$ cat config.mk
export PLATFORM = sky130hd
export DESIGN_NAME = mux8_rr_arbiter
export DESIGN_NICKNAME = d
export VERILOG_FILES = /design/src/rtl/mux8_rr_arbiter.sv
export SDC_FILE = /design/constraint.sdc
export NUM_CORES = 1
export LEC_CHECK = 0
export CAP_MARGIN = 25
export CORE_MARGIN = 5
export CORE_UTILIZATION = 50
export CTS_CLUSTER_DIAMETER = 30
export CTS_CLUSTER_SIZE = 24
export DETAILED_ROUTE_END_ITERATION = 8
export GPL_TIMING_DRIVEN = 1
export PLACE_DENSITY = 0.8
export SLEW_MARGIN = 10
export SYNTH_ARGS = -nofsm -noshare
export SYNTH_HDL_FRONTEND = slang
export SYNTH_SLANG_ARGS = --single-unit
$ cat constraint.sdc
create_clock -name clk -period 5.85 [get_ports clk]
set_input_delay 1.755 -clock clk [delete_from_list [all_inputs] [get_ports clk]]
set_output_delay 1.755 -clock clk [all_outputs]
set_load 0.02 [all_outputs]
$ cat src/rtl/mux8_rr_arbiter.sv
// Round-robin owner selection for a shared 8:1 single-bit serial mux.
// Define BURST_LIMIT_EN to cap each ownership at BURST_LEN consecutive cycles.
module mux8_rr_arbiter #(
  parameter int BURST_LEN = 4
) (
  input  logic       clk,
  input  logic       rst,
  input  logic [7:0] req,
  input  logic [7:0] in,
  output logic [7:0] gnt,
  output logic [2:0] sel,
  output logic       y,
  output logic       valid,
  output logic       o_dbg_state
);

  typedef enum logic {
    S_IDLE  = 1'b0,
    S_GRANT = 1'b1
  } state_t;

  state_t     r_state;
  state_t     w_state_nxt;
  logic [2:0] r_ptr;
  logic [7:0] r_gnt;
  logic [2:0] r_sel;
  logic       r_y;
  logic       r_valid;

  logic [2:0] w_base;
  logic [2:0] w_idx;
  logic [2:0] w_win;
  logic       w_found;
  logic       w_cap;
  logic       w_release;
  logic       w_take;
  logic [2:0] w_ptr_nxt;
  logic [7:0] w_gnt_nxt;
  logic [2:0] w_sel_nxt;

  if (BURST_LEN < 1 || BURST_LEN > 255) begin : g_bad_burst_len
    $error("BURST_LEN must be in 1..255");
  end

  // The owner itself is the last candidate because the scan starts just past it.
  always_comb begin
    w_base  = (r_state == S_GRANT) ? r_sel + 3'd1 : r_ptr;
    w_found = 1'b0;
    w_win   = 3'd0;
    w_idx   = 3'd0;
    for (int i = 7; i >= 0; i--) begin
      w_idx = w_base + 3'(i);
      if (req[w_idx]) begin
        w_found = 1'b1;
        w_win   = w_idx;
      end
    end
  end

`ifdef BURST_LIMIT_EN
  logic [7:0] r_cnt;
  logic [7:0] w_cnt_nxt;

  assign w_cap = (r_cnt == 8'(BURST_LEN));

  always_comb begin
    w_cnt_nxt = r_cnt;
    if (w_take) begin
      w_cnt_nxt = 8'd1;
    end else if (r_state == S_GRANT && !w_cap) begin
      w_cnt_nxt = r_cnt + 8'd1;
    end
  end

  always_ff @(posedge clk) begin
    if (rst) begin
      r_cnt <= 8'd0;
    end else begin
      r_cnt <= w_cnt_nxt;
    end
  end
`else
  assign w_cap = 1'b0;
`endif

  assign w_release = (r_state == S_GRANT) && (!req[r_sel] || w_cap);
  assign w_take    = w_found && ((r_state == S_IDLE) || w_release);

  // State register
  always_ff @(posedge clk) begin
    if (rst) begin
      r_state <= S_IDLE;
      r_ptr   <= 3'd0;
      r_gnt   <= 8'd0;
      r_sel   <= 3'd0;
      r_y     <= 1'b0;
      r_valid <= 1'b0;
    end else begin
      r_state <= w_state_nxt;
      r_ptr   <= w_ptr_nxt;
      r_gnt   <= w_gnt_nxt;
      r_sel   <= w_sel_nxt;
      r_y     <= (r_gnt != 8'd0) ? in[r_sel] : 1'b0;
      r_valid <= (r_gnt != 8'd0);
    end
  end

  // Next-state logic
  always_comb begin
    w_state_nxt = r_state;
    case (r_state)
      S_IDLE:  if (w_found) w_state_nxt = S_GRANT;
      S_GRANT: if (w_release && !w_found) w_state_nxt = S_IDLE;
      default: w_state_nxt = S_IDLE;
    endcase
  end

  // Output logic: next grant, select and pointer
  always_comb begin
    w_gnt_nxt = r_gnt;
    w_sel_nxt = r_sel;
    w_ptr_nxt = r_ptr;
    if (w_release) begin
      w_ptr_nxt = r_sel + 3'd1;
    end
    if (w_take) begin
      w_gnt_nxt = 8'b1 << w_win;
      w_sel_nxt = w_win;
    end else if (w_release) begin
      w_gnt_nxt = 8'd0;
    end
  end

  assign gnt         = r_gnt;
  assign sel         = r_sel;
  assign y           = r_y;
  assign valid       = r_valid;
  assign o_dbg_state = r_state;

endmodule

==> flow_summary.toml, run 1 <==
[grt]
grt_pass1_vias = 2106
grt_max_degree = 20
overflow = 0
antenna_found_initial = 0
track_usage_pct = 22.5
grt_pass1_wl_mm = 9.95

[route]
drt_iter0_drc = 298
vias = 2247
drcViolationCount = 0
viasPerCell = 6.69
wl_per_cell_um = 18.4
firstDrtPassIters = 5
antenna_left = 0
routed_wirelength_mm = 6.17

[cts]
ctsHoldBuffers = 0
cts_made_buffers = 3
cts_root_buffer = "clkbuf_8"
cts.clk_slew.worst_paths_ps = 70
cts_setup_buffers = 0
ctsResizeCount = 0
cts_tree = "done"
htreeDepth = 1
clk_latency_ps = 250
cts_sinks = 17
cts_max_path_buffers = 2

[die]
die_y_um = 74.5
start_util_pct = 51.6
io-pin-count = 32
rows = 23
die-width_um = 74.5
die_area_mm2 = 0.00555
core_mm2 = 0.00403

[synthesis]
synth.area.top_cells = "dfxtp_1 16%, mux2i_1 7.7%, mux4_2 6.5%, nand3_1 4.3%, nor2_1 3.8%"
synth_compound_area_share_pct = 30.7
synth_seq_cells = 17
synth_area_leader_cell = "dfxtp_1"
postSynthCellCount = 263
synth_top_flop_cell = "dfxtp_1"
synth_edf_count = 0
synth_top_family_by_area = "compound AO/OA/AOI/OAI gates"
yosysUniqueCellTypes = 64
syn_area_mm2 = 0.00208
synth-xor-area-share_pct = 4.09
synth_top_cell_area_share_pct = 16.4
yosys_warnings = 0
yosysMostFrequentCell = "nor2_1"
yosys.area_share.simple_pct = 23.5
syn_nets = 284
synth-async-reset-ratio_pct = 0
synth_adder_area_share_pct = 1.80
synthMuxAreaShare_pct = 17.6
ys_seq_area_share_pct = 16.4
synth_common_cells = "21 x nor2_1, 18 x nand3_1, 17 x dfxtp_1"
syn_area_per_cell_um2 = 7.91

[placed_design]
dp_hpwl_mm = 4.65
portBuffers = 31
dpl_worst_slack_ps = 1140
gp_congestion = 0.957
dpl_cell_area_mm2 = 0.00239

[critical_path]
critPathMaxFanout = 8
rrSetupSlack_ps = 1450
reg2regPathDepth = 11
start_kind = "input pin"
timing.rr.start = "sel[1]$_SDFFE_PP0P_"
reg2reg_to = "gnt[0]$_SDFFE_PP0P_"
crit_required_ps = 6010
arrival_ps = 4690
timing.critical_path.to_type = "register"
critPathKind = "in -> reg"

[layout]
finish.instance_area_mm2 = 0.00244
fillers = 368
post-route-util_pct = 60.6
diodes = 0
num-nets-final = 308
layout-drive-gt1-share_pct = 9.09
synthToLayoutAreaGrowth_pct = 17.3

[sta]
rsz0062_at_grt = "no"
worst_pin_slew_ps = 869
slew_violations = 0
hold_viol = 0
timing.final.ws_setup_ps = 1320
tns_ps = 0
finalSetupViolCount = 0
slew_headroom_pct = 41.3
finalCritPeriodShare_pct = 77.5
clock.fmax_mhz = 221
hold_ws_ps = 471
min_period_ps = 4530
skew_ps = 3.15

[pwr]
irDropWorstVdd_mv = 0.293
p_leak_nw = 0.926
p_per_area_mw_per_mm2 = 553

[run]
cap_violations = 0

[hold_path]
min_to = "gnt[3]$_SDFFE_PP0P_"
hold_class = "reg -> reg"
hold_path.startpoint = "gnt[3]$_SDFFE_PP0P_"
min_path_cells = 2

[run_status]
outcome = "complete, no violations"
==> per-stage QoR <==
stage               instances  power, W
floorplan                 263  0.000983
global placement          332   0.00123
detailed placement        332   0.00124
CTS                       336   0.00134
global route              336   0.00146
finish                    336   0.00135
==> worst max path at each step <==
stage                          end  depth (start not counted)                start  slack (ps)
2_1_floorplan  gnt[0]$_SDFFE_PP0P_                          7               req[3]        1900
3_3_place_gp   gnt[2]$_SDFFE_PP0P_                          8               req[0]        1190
3_5_place_dp   gnt[2]$_SDFFE_PP0P_                          8               req[0]        1140
4_1_cts        gnt[0]$_SDFFE_PP0P_                          8               req[0]        1370
5_1_grt        gnt[1]$_SDFFE_PP0P_                         11  sel[1]$_SDFFE_PP0P_        1030
6_report       gnt[0]$_SDFFE_PP0P_                          8               req[0]        1320
==> where the power goes <==
part	switching, W	total [W]	internal [W]
combinational	0.000628	0.00107	0.000440
clock	0.0000396	0.0000868	0.0000472
sequential	0.0000381	0.000194	0.000156
total	0.000706	0.00135	0.000644
==> metal layers <==
metal	vias to the layer above	global-route usage, %	routed length (um)
li1	1069	-	-
met1	1059	31.5	2650
met2	105	36.7	2940
met3	14	3.65	469
met4	0	4.74	104
met5	-	0	0
==> critical path, stage by stage <==
cell,delay [ps]
clkdlybuf4s50_1,630
o21ai_0,230
and3_1,300
a211oi_1,340
nor3_2,130
a2111oi_0,560
or4b_1,520
o32ai_1,230
==> kinds of logic (layout without fill, tap and decap cells) <==
logic type | after synthesis | after routing
AOI/OAI and AO/OA | 87 | 87
xor gates and xnor gates | 8 | 8
adders and majority gates | 3 | 3
buffers and inverters | 28 | 51
DFF | 17 | 17
muxes | 28 | 28
and+or+nand+nor | 92 | 92
==> area by class of cell <==
class / instances / area [um^2] / area share, %
clock inverter: 1 / 5.00 / 0.205
inverter: 15 / 56.3 / 2.31
sequential: 17 / 340 / 13.9
timing repair buffer: 32 / 318 / 13.0
clock buffer: 3 / 41.3 / 1.69
tap: 50 / 62.6 / 2.56
multi-input combinational: 218 / 1620 / 66.3
==> flip-flops by register name, summed over array words and instances (netlist names) <==
signal / flops
gnt: 8
r_ptr: 3
sel: 3
o_dbg_state: 1
valid: 1
y: 1
==> layout by cell type, fill, tap and decap left out, types with 3 or more instances in the layout <==
| master | count |
|---|---|
| a211oi_1 | 9 |
| a21boi_0 | 5 |
| a21oi_1 | 13 |
| and2_1 | 6 |
| and3_1 | 5 |
| clkbuf_8 | 3 |
| clkdlybuf4s50_1 | 31 |
| dfxtp_1 | 17 |
| ha_1 | 3 |
| inv_1 | 13 |
| mux2_2 | 5 |
| mux2i_1 | 16 |
| mux4_2 | 6 |
| nand2_1 | 16 |
| nand3_1 | 18 |
| nand3b_1 | 3 |
| nor2_1 | 21 |
| nor4_1 | 3 |
| o211a_1 | 3 |
| o21ai_0 | 13 |
| o22ai_1 | 3 |
| o32ai_1 | 8 |
| xnor2_1 | 3 |
| xor2_1 | 3 |
Power figures use the tool's default switching activity.
==> run 2: changes to the inputs <==
clock period = 4.69 ns   (was 5.85 ns; I/O delays follow)
==> run 2 against run 1 <==
  * Global-route usage is 0.52 points lower
  * Final cell count rose by 0.60%
  * First-iteration DRC count is 4.4% higher
  * Critical path type unchanged
  * Sequential share of layout area shrank 0.085 points
  * Total power rose by 26%
  * Hold slack improved by 6.3 ps
  * Design area up 0.62%
  * Via count is 0.27% lower
  * Clock power is 26% higher
  * Count of clock-buffer cells in the layout is the same
  * Wire length is 1.8% lower
  * Sequential cell count unchanged
==> flow_summary.toml, run 2 (synthesis results as in run 1) <==
[layout]
finish.instance_area_mm2 = 0.00245
final_cell_mix = "31 x clkdlybuf4s50_1, 21 x nor2_1, 18 x nand3_1, 17 x dfxtp_1"
largest_register_ffs = 8
layout-drive-gt1-share_pct = 9.72
layoutNonFillerInstCount = 338
diodes = 0
num-nets-final = 310
post-route-util_pct = 60.9
final_common_cell = "clkdlybuf4s50_1"
synthToLayoutAreaGrowth_pct = 18.0

[die]
die_area_mm2 = 0.00555
rows = 23
io-pin-count = 32
die_y_um = 74.5
start_util_pct = 51.6
core_mm2 = 0.00403
die-width_um = 74.5

[placed_design]
dpl_cell_area_mm2 = 0.00241
portBuffers = 31
dp_hpwl_mm = 4.63
dp_cells = 334
gp_congestion = 0.947

[sta]
rsz0062_at_grt = "no"
worst_pin_slew_ps = 824
finalCritPeriodShare_pct = 88.8
min_period_ps = 4160
tns_ps = 0
slew_violations = 0
slew_headroom_pct = 44.4
finalSetupViolCount = 0
clock.fmax_mhz = 240
hold_viol = 0
skew_ps = 6.58

[run_status]
outcome = "complete, no violations"

[critical_path]
arrival_ps = 4330
timing.critical_path.to_type = "register"
critPathTopFamily = "compound AO/OA/AOI/OAI gates"
start_kind = "input pin"
cp-endpoint = "gnt[2]$_SDFFE_PP0P_"
reg2reg_to = "gnt[2]$_SDFFE_PP0P_"
crit_required_ps = 4860
crit_cells = 8
rrSetupSlack_ps = 640
critPathMaxFanout = 8
reg2regPathDepth = 10
timing.rr.start = "o_dbg_state$_SDFF_PP0_"
max_stage_delay_ps = 630
startpoint = "req[0]"
worstPathCellList = "clkdlybuf4s50_1 > o21ai_0 > and3_1 > a211oi_1 > nor3_2 > a2111oi_0 > or4b_1 > o32ai_1"
crit_buf_inv = 1
cpMaxStageDelayCell = "clkdlybuf4s50_1"
critPathKind = "in -> reg"

[grt]
overflow = 0
antenna_found_initial = 0
track_usage_pct = 22.0
grt_pass1_vias = 2035
grt_pass1_wl_mm = 9.76
grt_max_degree = 20

[cts]
htreeDepth = 1
ctsResizeCount = 0
clk_latency_ps = 250
cts_setup_buffers = 0
cts_made_buffers = 3
cts_sinks = 17
cts_root_buffer = "clkbuf_8"
ctsHoldBuffers = 0
cts_tree = "done"
cts.clk_slew.worst_paths_ps = 70
cts_max_path_buffers = 2

[route]
antenna_left = 0
firstDrtPassIters = 5
routed_wirelength_mm = 6.05
vias = 2241
wl_per_cell_um = 17.9
viasPerCell = 6.63
drt_iter0_drc = 311
drcViolationCount = 0

[pwr]
p_comb_share_pct = 79.2
irDropWorstVdd_mv = 0.306
p_seq_share_pct = 14.4
clock_power_share_pct = 6.4
p_leak_nw = 0.936
switchingPower_w = 0.000872
p_sw_share_pct = 51.5
internal_power_w = 0.000822
p_per_area_mw_per_mm2 = 690

[hold_path]
hold_class = "reg -> reg"

[run]
cap_violations = 0
-- run 2: stage by stage --
step | worst slack [ps] | power (W) | hold WS (ps)
after floorplan | 955 | 0.00123 | 513
after global placement | 399 | 0.00155 | 462
after CTS | 569 | 0.00168 | 482
after detailed placement | 315 | 0.00156 | 469
after global routing | 266 | 0.00183 | 514
final | 528 | 0.00169 | 478
-- run 2: metal layers --
layer / GRT usage (%) / wire, um / up-vias
met4: 2.96 / 49 / 0
met1: 31.4 / 2690 / 1046
met2: 35.6 / 2860 / 117
met5: 0 / 0 / -
met3: 3.92 / 450 / 9
li1: - / - / 1069
-- run 2: power groups by stage --
stage	combinational (W)	sequential, W	clock [W]
final	0.00134	0.000243	0.000109
after global routing	0.00146	0.000252	0.000120
after CTS	0.00133	0.000243	0.000110
after detailed placement	0.00132	0.000245	0
after global placement	0.00131	0.000243	0
after floorplan	0.000942	0.000284	0
-- run 2: area by class of cell --
class / instances / area, um^2
inverters: 15 / 56.3
fillers: 366 / 1570
flip-flops and latches: 17 / 340
clock inverters: 1 / 5.00
clock buffers: 3 / 41.3
repair buffers: 34 / 333
multi-input cells: 218 / 1620
well taps: 50 / 62.6
-- run 2: worst register-to-register path, cell delays in order, from the launching register on --
cell and delay [ps]:
dfxtp_1 750, nand2_2 340, nand2_8 240, inv_2 100, ha_1 220, xnor2_2 500, mux2_2 450, or2_1 250
a211o_1 340, or4b_1 540, o32ai_1 230
-- run 2: worst min path at each step --
stage	from	end	cells past startpoint
2_1_floorplan	r_ptr[2]$_SDFFE_PP0P_	r_ptr[2]$_SDFFE_PP0P_	2
3_3_place_gp	gnt[5]$_SDFFE_PP0P_	gnt[5]$_SDFFE_PP0P_	2
3_5_place_dp	gnt[7]$_SDFFE_PP0P_	gnt[7]$_SDFFE_PP0P_	2
4_1_cts	gnt[7]$_SDFFE_PP0P_	gnt[7]$_SDFFE_PP0P_	2
5_1_grt	gnt[6]$_SDFFE_PP0P_	gnt[6]$_SDFFE_PP0P_	2
6_report	gnt[7]$_SDFFE_PP0P_	gnt[7]$_SDFFE_PP0P_	2
==> run 3: changes to the inputs <==
CORE_MARGIN = unset   (was 5)
TNS_END_PERCENT = 30   (was unset)
==> run 3 against run 2 <==
  * Wire length down 3.1%
  * Via count increased by 0.98%
  * First-iteration DRC count grew 7.7%
  * Sequential share of layout area is the same
  * Setup slack got worse by 70 ps
  * Count of clock-buffer cells in the layout stayed put
  * Sequential power barely moved
  * Global-route usage rose by 5.5 points
  * Largest power group unchanged
==> flow_summary.toml, run 3 (synthesis results as in run 1) <==
[sta]
slew_violations = 0
clock.fmax_mhz = 236
skew_ps = 4.65
hold_viol = 0
min_period_ps = 4230
worst_pin_slew_ps = 801
finalCritPeriodShare_pct = 90.3
finalSetupViolCount = 0
tns_ps = 0
slew_headroom_pct = 45.9
rsz0062_at_grt = "no"

[route]
routed_wirelength_mm = 5.86
drt_iter0_drc = 335
firstDrtPassIters = 5
drcViolationCount = 0
wl_per_cell_um = 17.3
viasPerCell = 6.70
antenna_left = 0
vias = 2263

[layout]
final_cell_mix = "31 x clkdlybuf4s50_1, 21 x nor2_1, 18 x nand3_1, 17 x dfxtp_1"
layout-drive-gt1-share_pct = 9.72
diodes = 0
num-nets-final = 310
largest_register_ffs = 8
synthToLayoutAreaGrowth_pct = 18.0
layoutNonFillerInstCount = 338
fillers = 371
final_common_cell = "clkdlybuf4s50_1"

[grt]
track_usage_pct = 27.5
overflow = 0
grt_pass1_wl_mm = 9.44
antenna_found_initial = 0
grt_pass1_vias = 1957
grt_max_degree = 20

[critical_path]
critPathMaxFanout = 8
crit_required_ps = 4850
reg2regPathDepth = 10
rrSetupSlack_ps = 650
cpMaxStageDelayCell = "clkdlybuf4s50_1"
timing.rr.start = "o_dbg_state$_SDFF_PP0_"
max_stage_delay_ps = 660
timing.critical_path.to_type = "register"
start_kind = "input pin"
critPathKind = "in -> reg"
worstPathCellList = "clkdlybuf4s50_1 > o21ai_0 > and3_1 > a211oi_1 > nor3_2 > a2111oi_0 > or4b_1 > o32ai_1"
critPathTopFamily = "compound AO/OA/AOI/OAI gates"
crit_buf_inv = 1
reg2reg_to = "gnt[2]$_SDFFE_PP0P_"
arrival_ps = 4390

[die]
die_y_um = 66.5
start_util_pct = 52.0
io-pin-count = 32
die-width_um = 66.5
die_area_mm2 = 0.00442
core_mm2 = 0.00400
rows = 23

[pwr]
p_leak_nw = 0.936
irDropWorstVdd_mv = 0.349
p_per_area_mw_per_mm2 = 690

[placed_design]
portBuffers = 31
gp_congestion = 0.983
dp_cells = 334
dp_hpwl_mm = 4.46

[run_status]
outcome = "complete, no violations"

[cts]
clk_latency_ps = 250
cts_max_path_buffers = 2
cts_sinks = 17
cts_root_buffer = "clkbuf_8"
cts_setup_buffers = 0
htreeDepth = 1
cts.clk_slew.worst_paths_ps = 70
ctsHoldBuffers = 0
ctsResizeCount = 0
cts_made_buffers = 3
cts_tree = "done"

[hold_path]
min_to = "gnt[6]$_SDFFE_PP0P_"
hold_path.startpoint = "gnt[6]$_SDFFE_PP0P_"
min_path_cells = 2
hold_class = "reg -> reg"

[run]
cap_violations = 0
run 3: metrics by stage:
stage               utilization (%)  setup slack (ps)  instance area (um^2)  total power, W  hold slack, ps
floorplan                         -               955                  2080         0.00123             513
global placement               60.2               357                  2410         0.00155             459
detailed placement             60.2               255                  2410         0.00156             469
CTS                            61.4               506                  2450         0.00168             478
global route                   61.4               219                  2450         0.00183             506
finish                         61.4               457                  2450         0.00169             482
run 3: per-layer routing:
metal	vias up	wire length (um)	global-route usage (%)
li1	1079	-	-
met1	1070	2730	40.3
met2	110	2660	42.0
met3	4	426	4.79
met4	0	51	5.59
met5	-	0	0
run 3: tightest hold or removal path: stages, from the launching register on:
cell and delay (ps):
dfxtp_1 330, inv_1 50, o32ai_1 50
run 3: worst max path at each step:
| stage | start | end | slack, ps | cells past startpoint |
|---|---|---|---|---|
| after floorplan | sel[1]$_SDFFE_PP0P_ | gnt[0]$_SDFFE_PP0P_ | 950 | 11 |
| after CTS | req[0] | gnt[2]$_SDFFE_PP0P_ | 510 | 8 |
| after global placement | req[0] | gnt[0]$_SDFFE_PP0P_ | 360 | 8 |
| after global routing | req[0] | gnt[2]$_SDFFE_PP0P_ | 220 | 8 |
| final | req[0] | gnt[2]$_SDFFE_PP0P_ | 460 | 8 |
| after detailed placement | req[0] | gnt[2]$_SDFFE_PP0P_ | 250 | 8 |
run 3: where the power goes:
group	internal, W	switching [W]	leakage (nW)
registers	0.000195	0.0000486	0.139
clock network	0.0000590	0.0000510	0.0255
logic	0.000568	0.000772	0.771
run 3: area by class of cell:
cell class	count	area (um^2)	share of cell area, %
Multi-Input combinational cell	218	1620	65.9
Tap cell	50	62.6	2.55
Inverter	15	56.3	2.29
Clock buffer	3	41.3	1.68
Sequential cell	17	340	13.9
Clock inverter	1	5.00	0.204
Timing Repair Buffer	34	333	13.6
